===== src/rtl/conv_kxk_stream_if.sv =====
// Streaming handshake bundle for the KxK convolution MAC: weight load, pixel/psum input, result output.
interface conv_kxk_stream_if #(
  parameter int X_BW = 8,
  parameter int W_BW = 8,
  parameter int I_BW = 19,
  parameter int O_BW = 19
);
  logic                   i_w_load;
  logic                   i_w_valid;
  logic signed [W_BW-1:0] i_w;
  logic                   i_x_valid;
  logic                   o_x_ready;
  logic signed [X_BW-1:0] i_x;
  logic signed [I_BW-1:0] i_psum;
  logic                   i_relu;
  logic                   o_y_valid;
  logic                   i_y_ready;
  logic signed [O_BW-1:0] o_y;
  logic                   o_w_ready;

  modport master (
    output i_w_load, i_w_valid, i_w, i_x_valid, i_x, i_psum, i_relu, i_y_ready,
    input  o_x_ready, o_y_valid, o_y, o_w_ready
  );

  modport slave (
    input  i_w_load, i_w_valid, i_w, i_x_valid, i_x, i_psum, i_relu, i_y_ready,
    output o_x_ready, o_y_valid, o_y, o_w_ready
  );
endinterface


===== src/rtl/conv_kxk_stream.sv =====
// Time-multiplexed KxK convolution MAC: one multiplier, one window of K*K pixels per output,
// partial-sum add, saturation to O_BW and optional ReLU, with valid/ready on pixels and results.
module conv_kxk_stream #(
  parameter int K    = 3,
  parameter int X_BW = 8,
  parameter int W_BW = 8,
  parameter int I_BW = 19,
  parameter int O_BW = 19
) (
  input  logic                i_clk,
  input  logic                i_rst,
  conv_kxk_stream_if.slave    bus
);

  localparam int TAPS   = K * K;
  localparam int CW     = (TAPS > 1) ? $clog2(TAPS) : 1;
  localparam int P_BW   = X_BW + W_BW;
  localparam int ACC_BW = ((I_BW > P_BW) ? I_BW : P_BW) + $clog2(TAPS) + 1;
  localparam logic [CW-1:0] LAST_TAP = CW'(TAPS - 1);
  localparam logic signed [ACC_BW-1:0] SAT_MAX = {{(ACC_BW-O_BW+1){1'b0}}, {(O_BW-1){1'b1}}};
  localparam logic signed [ACC_BW-1:0] SAT_MIN = {{(ACC_BW-O_BW+1){1'b1}}, {(O_BW-1){1'b0}}};

  typedef enum logic [1:0] {IDLE, LOAD, RUN} state_t;

  state_t                   state_q;
  logic signed [W_BW-1:0]   w_q [TAPS];
  logic [CW-1:0]            w_cnt_q;
  logic [CW-1:0]            x_cnt_q;
  logic signed [ACC_BW-1:0] acc_q;
  logic                     relu_q;
  logic signed [O_BW-1:0]   y_q;
  logic                     y_vld_q;

  function automatic logic signed [O_BW-1:0] sat_fn(input logic signed [ACC_BW-1:0] v);
    if (v > SAT_MAX)      return SAT_MAX[O_BW-1:0];
    else if (v < SAT_MIN) return SAT_MIN[O_BW-1:0];
    else                  return v[O_BW-1:0];
  endfunction

  function automatic logic signed [O_BW-1:0] relu_fn(input logic signed [O_BW-1:0] v,
                                                     input logic en);
    if (en && v < 0) return '0;
    else             return v;
  endfunction

  logic                     x_last;
  logic                     y_stall;
  logic                     x_rdy;
  logic                     x_fire;
  logic                     w_fire;
  logic [CW-1:0]            w_idx;
  logic signed [W_BW-1:0]   w_sel;
  logic signed [P_BW-1:0]   prod;
  logic signed [ACC_BW-1:0] acc_d;
  logic                     relu_d;
  logic signed [O_BW-1:0]   y_d;

  // Tap 0 seeds the accumulator with the partial sum; the last tap feeds the output directly.
  always_comb begin
    x_last  = (x_cnt_q == LAST_TAP);
    y_stall = y_vld_q & ~bus.i_y_ready;
    x_rdy   = (state_q == RUN) & ~(x_last & y_stall);
    x_fire  = bus.i_x_valid & x_rdy & ~bus.i_w_load;
    w_fire  = bus.i_w_valid & (bus.i_w_load | (state_q == LOAD));
    w_idx   = bus.i_w_load ? '0 : w_cnt_q;
    w_sel   = w_q[x_cnt_q];
    prod    = bus.i_x * w_sel;
    acc_d   = ((x_cnt_q == '0) ? ACC_BW'(bus.i_psum) : acc_q) + ACC_BW'(prod);
    relu_d  = (x_cnt_q == '0) ? bus.i_relu : relu_q;
    y_d     = relu_fn(sat_fn(acc_d), relu_d);
  end

  always_ff @(posedge i_clk or posedge i_rst) begin
    if (i_rst) begin
      state_q <= IDLE;
      for (int i = 0; i < TAPS; i++) w_q[i] <= '0;
      w_cnt_q <= '0;
      x_cnt_q <= '0;
      acc_q   <= '0;
      relu_q  <= 1'b0;
      y_q     <= '0;
      y_vld_q <= 1'b0;
    end else begin
      if (y_vld_q && bus.i_y_ready) y_vld_q <= 1'b0;

      if (x_fire) begin
        acc_q   <= acc_d;
        relu_q  <= relu_d;
        x_cnt_q <= x_last ? '0 : x_cnt_q + 1'b1;
        if (x_last) begin
          y_q     <= y_d;
          y_vld_q <= 1'b1;
        end
      end

      // A load request restarts the weight set and drops any half-accumulated window.
      if (bus.i_w_load) begin
        state_q <= LOAD;
        w_cnt_q <= '0;
        x_cnt_q <= '0;
        acc_q   <= '0;
      end

      if (w_fire) begin
        w_q[w_idx] <= bus.i_w;
        if (w_idx == LAST_TAP) begin
          state_q <= RUN;
          w_cnt_q <= '0;
        end else begin
          w_cnt_q <= w_idx + 1'b1;
        end
      end
    end
  end

  assign bus.o_x_ready = x_rdy;
  assign bus.o_y_valid = y_vld_q;
  assign bus.o_y       = y_q;
  assign bus.o_w_ready = (state_q == RUN);

endmodule

===== src/flat_wrapper.sv =====
// flat-port wrapper written by rule: the top's interface ports become plain ports
module conv_kxk_stream_flat 
#(
  parameter int K    = 3,
  parameter int X_BW = 8,
  parameter int W_BW = 8,
  parameter int I_BW = 19,
  parameter int O_BW = 19
)
  (i_clk, i_rst, bus_i_w_load, bus_i_w_valid, bus_i_w, bus_i_x_valid, bus_i_x, bus_i_psum, bus_i_relu, bus_i_y_ready, bus_o_x_ready, bus_o_y_valid, bus_o_y, bus_o_w_ready);
  conv_kxk_stream_if #(.X_BW(X_BW), .W_BW(W_BW), .I_BW(I_BW), .O_BW(O_BW)) bus_i ();
  input  logic i_clk;
  input  logic i_rst;
  input wire logic [$bits(bus_i.i_w_load)-1:0] bus_i_w_load;
  input wire logic [$bits(bus_i.i_w_valid)-1:0] bus_i_w_valid;
  input wire logic [$bits(bus_i.i_w)-1:0] bus_i_w;
  input wire logic [$bits(bus_i.i_x_valid)-1:0] bus_i_x_valid;
  input wire logic [$bits(bus_i.i_x)-1:0] bus_i_x;
  input wire logic [$bits(bus_i.i_psum)-1:0] bus_i_psum;
  input wire logic [$bits(bus_i.i_relu)-1:0] bus_i_relu;
  input wire logic [$bits(bus_i.i_y_ready)-1:0] bus_i_y_ready;
  output wire logic [$bits(bus_i.o_x_ready)-1:0] bus_o_x_ready;
  output wire logic [$bits(bus_i.o_y_valid)-1:0] bus_o_y_valid;
  output wire logic [$bits(bus_i.o_y)-1:0] bus_o_y;
  output wire logic [$bits(bus_i.o_w_ready)-1:0] bus_o_w_ready;
  assign bus_i.i_w_load = bus_i_w_load;
  assign bus_i.i_w_valid = bus_i_w_valid;
  assign bus_i.i_w = bus_i_w;
  assign bus_i.i_x_valid = bus_i_x_valid;
  assign bus_i.i_x = bus_i_x;
  assign bus_i.i_psum = bus_i_psum;
  assign bus_i.i_relu = bus_i_relu;
  assign bus_i.i_y_ready = bus_i_y_ready;
  assign bus_o_x_ready = bus_i.o_x_ready;
  assign bus_o_y_valid = bus_i.o_y_valid;
  assign bus_o_y = bus_i.o_y;
  assign bus_o_w_ready = bus_i.o_w_ready;
  conv_kxk_stream #(.K(K), .X_BW(X_BW), .W_BW(W_BW), .I_BW(I_BW), .O_BW(O_BW)) u_core (.i_clk(i_clk), .i_rst(i_rst), .bus(bus_i));
endmodule

===== config.mk =====
export PLATFORM = sky130hd
export DESIGN_NAME = conv_kxk_stream_flat
export DESIGN_NICKNAME = d
export VERILOG_FILES = /design/src/rtl/conv_kxk_stream_if.sv /design/src/rtl/conv_kxk_stream.sv /design/src/flat_wrapper.sv
export SDC_FILE = /design/constraint.sdc
export NUM_CORES = 1
export LEC_CHECK = 0
export ABC_AREA = 1
export CORE_MARGIN = 1.5
export CORE_UTILIZATION = 50
export DETAILED_ROUTE_END_ITERATION = 16
export PLACE_DENSITY_LB_ADDON = 0.12
export SLEW_MARGIN = 0
export SYNTH_ARGS = -nofsm -noshare
export SYNTH_HDL_FRONTEND = slang
export SYNTH_SLANG_ARGS = --single-unit

===== constraint.sdc =====
create_clock -name i_clk -period 7.65 [get_ports i_clk]
set_input_delay 1.53 -clock i_clk [delete_from_list [all_inputs] [get_ports i_clk]]
set_output_delay 1.53 -clock i_clk [all_outputs]
set_load 0.01 [all_outputs]

==> flow_summary.toml <==
[drt]
antenna_left = 0
route.met2.wl_um = 10670
drt_iter0_drc = 554
wl_met1_um = 13340
wl_met3_um = 1659
routed.top_layer = "met4"
routed_wl_um = 25890
vias_per_cell = 5.183
routedWlPerCell_um = 16.21
drc_errors = 0
first_pass_iters = 5
num_vias = 8277

[synth]
synth_area_per_cell_um2 = 8.240
synthFlopType = "dfrtp_1"
ys_async_sr_fraction_pct = 100.0
netlist.area_leader.share_pct = 30.78
yosysUniqueCellTypes = 44
syn-instance-count = 1253
yosys-top-cells-area = "dfrtp_1 31%, fa_1 20%, nand2_1 11%"
syn-num-nets = 1459
synth_edf_count = 0
ys_ff_latch = 127
ys_warn_count = 0
synth_top_area_cell = "dfrtp_1"
syn_area_um2 = 10320
seq_area_frac_synth_pct = 30.78

[timing]
fmax_mhz = 146.3
whs_ns = 0.4763
finalSetupViolations = 0
rsz0062_at_grt = "false"
clock_skew_ns = 0.01990
hold_viol = 0
worst-slew-pin-transition_ns = 0.9655
slew_headroom_pct = 35.63
final.period_utilization_pct = 89.35
final.min_clock_period_ns = 6.835
fin_setup_tns_ns = 0
drv_slew = 0

[floorplan]
die_w_um = 146.7
die_h_um = 146.7
io_pins = 64
rows = 52
core_area_um2 = 20230
dieArea_um2 = 21520
start_util_pct = 51.03

[cells_and_area]
nets = 1520
syn_to_final_growth_pct = 14.24
final_util_pct = 58.29
drive_gt1_share_pct = 6.029
antenna-diode-count = 0

[clock_network]
clock-sinks = 127
cts_root_buf = "clkbuf_16"
cts_inserted_buffers = 17
path_clk_slew_ns = 0.06
post_cts_buffers = 0
cts_tree = "yes"
post_cts_resized = 0
insertion_delay_ns = 0.43
cts.path.max_buffers = 2
htree_levels = 4
holdBufCountCts = 0

[grt]
grt_start_max_net_pins = 78
antenna_found_initial = 0
grt_overflow = 0
grt_pass1_vias = 8121
grt_pass1_wl_um = 43560
track_usage_pct = 26.02

[critical_path]
crit_path_max_incr_delay_ns = 0.52
end_kind = "register"
cp_max_fo = 18
cp_data_required_time_ns = 7.96
crit_type = "in -> reg"
cpMostUsedCell = "nand2_1"
worstSetupStartpointType = "primary input"
crit_arrival_ns = 7.15
slowest_stage = "clkdlybuf4s50_1"

[worst_hold_path]
hold_class = "reg -> reg"

[run]
cap_violations = 0

[place]
port_buffers = 63
dp_hpwl_um = 19550
place.gp.congestion = 0.9121

[outcome]
outcome = "finished clean"
-- per-stage QoR --
stage                     setup slack, ns  cells  area (um^2)
after global routing              0.09777   1597        11800
after floorplan                     1.155   1253        10320
after detailed placement           0.3445   1565        11220
final                              0.8148   1597        11800
after global placement             0.4007   1565        11220
after CTS                          0.7873   1597        11800
-- registers in the layout, indices dropped and copies added, names as in the netlist --
register / cells
u_core.acc_q: 24
u_core.bus.o_y: 19
u_core.bus.o_y_valid: 1
u_core.relu_q: 1
u_core.state_q: 2
u_core.w_cnt_q: 4
u_core.w_q: 72
u_core.x_cnt_q: 4
-- cell type report --
cell class	count	area [um^2]
Clock buffer	17	425.4
Clock inverter	15	145.1
Fill cell	1878	8439
Inverter	203	775.7
Multi-Input combinational cell	887	6190
Sequential cell	127	3178
Tap cell	270	337.8
Timing Repair Buffer	78	743.2
-- critical path: cells and delay by family --
kind | cells | cell delay (ns)
fa+ha+maj | 6 | 2.71
buf+inv | 5 | 1.20
simple gates | 15 | 1.70
-- cells by family (layout without fill, tap and decap cells) --
logic type	Yosys count	after routing	synth area share, %
xor gates and xnor gates	19	19	1.612
buffers and inverters	239	313	9.270
DFF	127	127	30.78
AOI/OAI and AO/OA	210	210	11.09
adders and majority gates	164	164	27.44
and+or+nand+nor	494	494	19.81
-- cell usage in the layout (no fill, tap or decap), drive strengths merged, types with 12 or more instances in the layout --
| cell type | Yosys | layout |
|---|---|---|
| inv | 200 | 209 |
| o221ai | 12 | 12 |
| clkdlybuf4s50 | 0 | 63 |
| nor2 | 107 | 107 |
| dfrtp | 127 | 127 |
| buf | 10 | 15 |
| o21ai | 159 | 159 |
| clkbuf | 26 | 17 |
| a21oi | 19 | 19 |
| nand3 | 48 | 48 |
| nand2 | 325 | 325 |
| ha | 60 | 60 |
| fa | 104 | 104 |
-- cell usage after synthesis (4+ instances only) --
cell and count:
a21oi_1 19, clkbuf_1 26, dfrtp_1 127, fa_1 104
ha_1 60, inv_1 194, inv_2 4, nand2_1 309
nand2_2 13, nand3_1 45, nand4_1 5, nor2_1 104
nor3_1 4, o211ai_1 4, o21ai_0 157, o221ai_1 12
o22ai_1 7, xnor2_1 8, xor2_1 11
-- metal layers --
metal / track usage [%] / vias to the layer above
met4: 5.202 / 0
li1: - / 4059
met5: 0 / -
met3: 5.000 / 15
met1: 42.10 / 3958
met2: 35.99 / 245
-- worst paths after layout --
check                                                   start                             end  depth (start not counted)  slack, ns
worst min-delay path            u_core.bus.o_y[3]$_DFFE_PP0P_   u_core.bus.o_y[3]$_DFFE_PP0P_                          2       0.48
max in group asynchronous                               i_rst       u_core.w_q[5]$_DFFE_PP0P_                          3       4.64
worst max-delay path                               bus_i_x[7]  u_core.bus.o_y[11]$_DFFE_PP0P_                         26       0.81
worst min register to register  u_core.bus.o_y[3]$_DFFE_PP0P_   u_core.bus.o_y[3]$_DFFE_PP0P_                          2       0.48
worst max register to register  u_core.x_cnt_q[0]$_DFFE_PP0P_  u_core.bus.o_y[11]$_DFFE_PP0P_                         30       0.83
min in group asynchronous                               i_rst       u_core.relu_q$_DFFE_PP0P_                          2       1.54
Power is not shown: default switching activity piles up to over one toggle a cycle in this logic, so the estimate is an artifact.
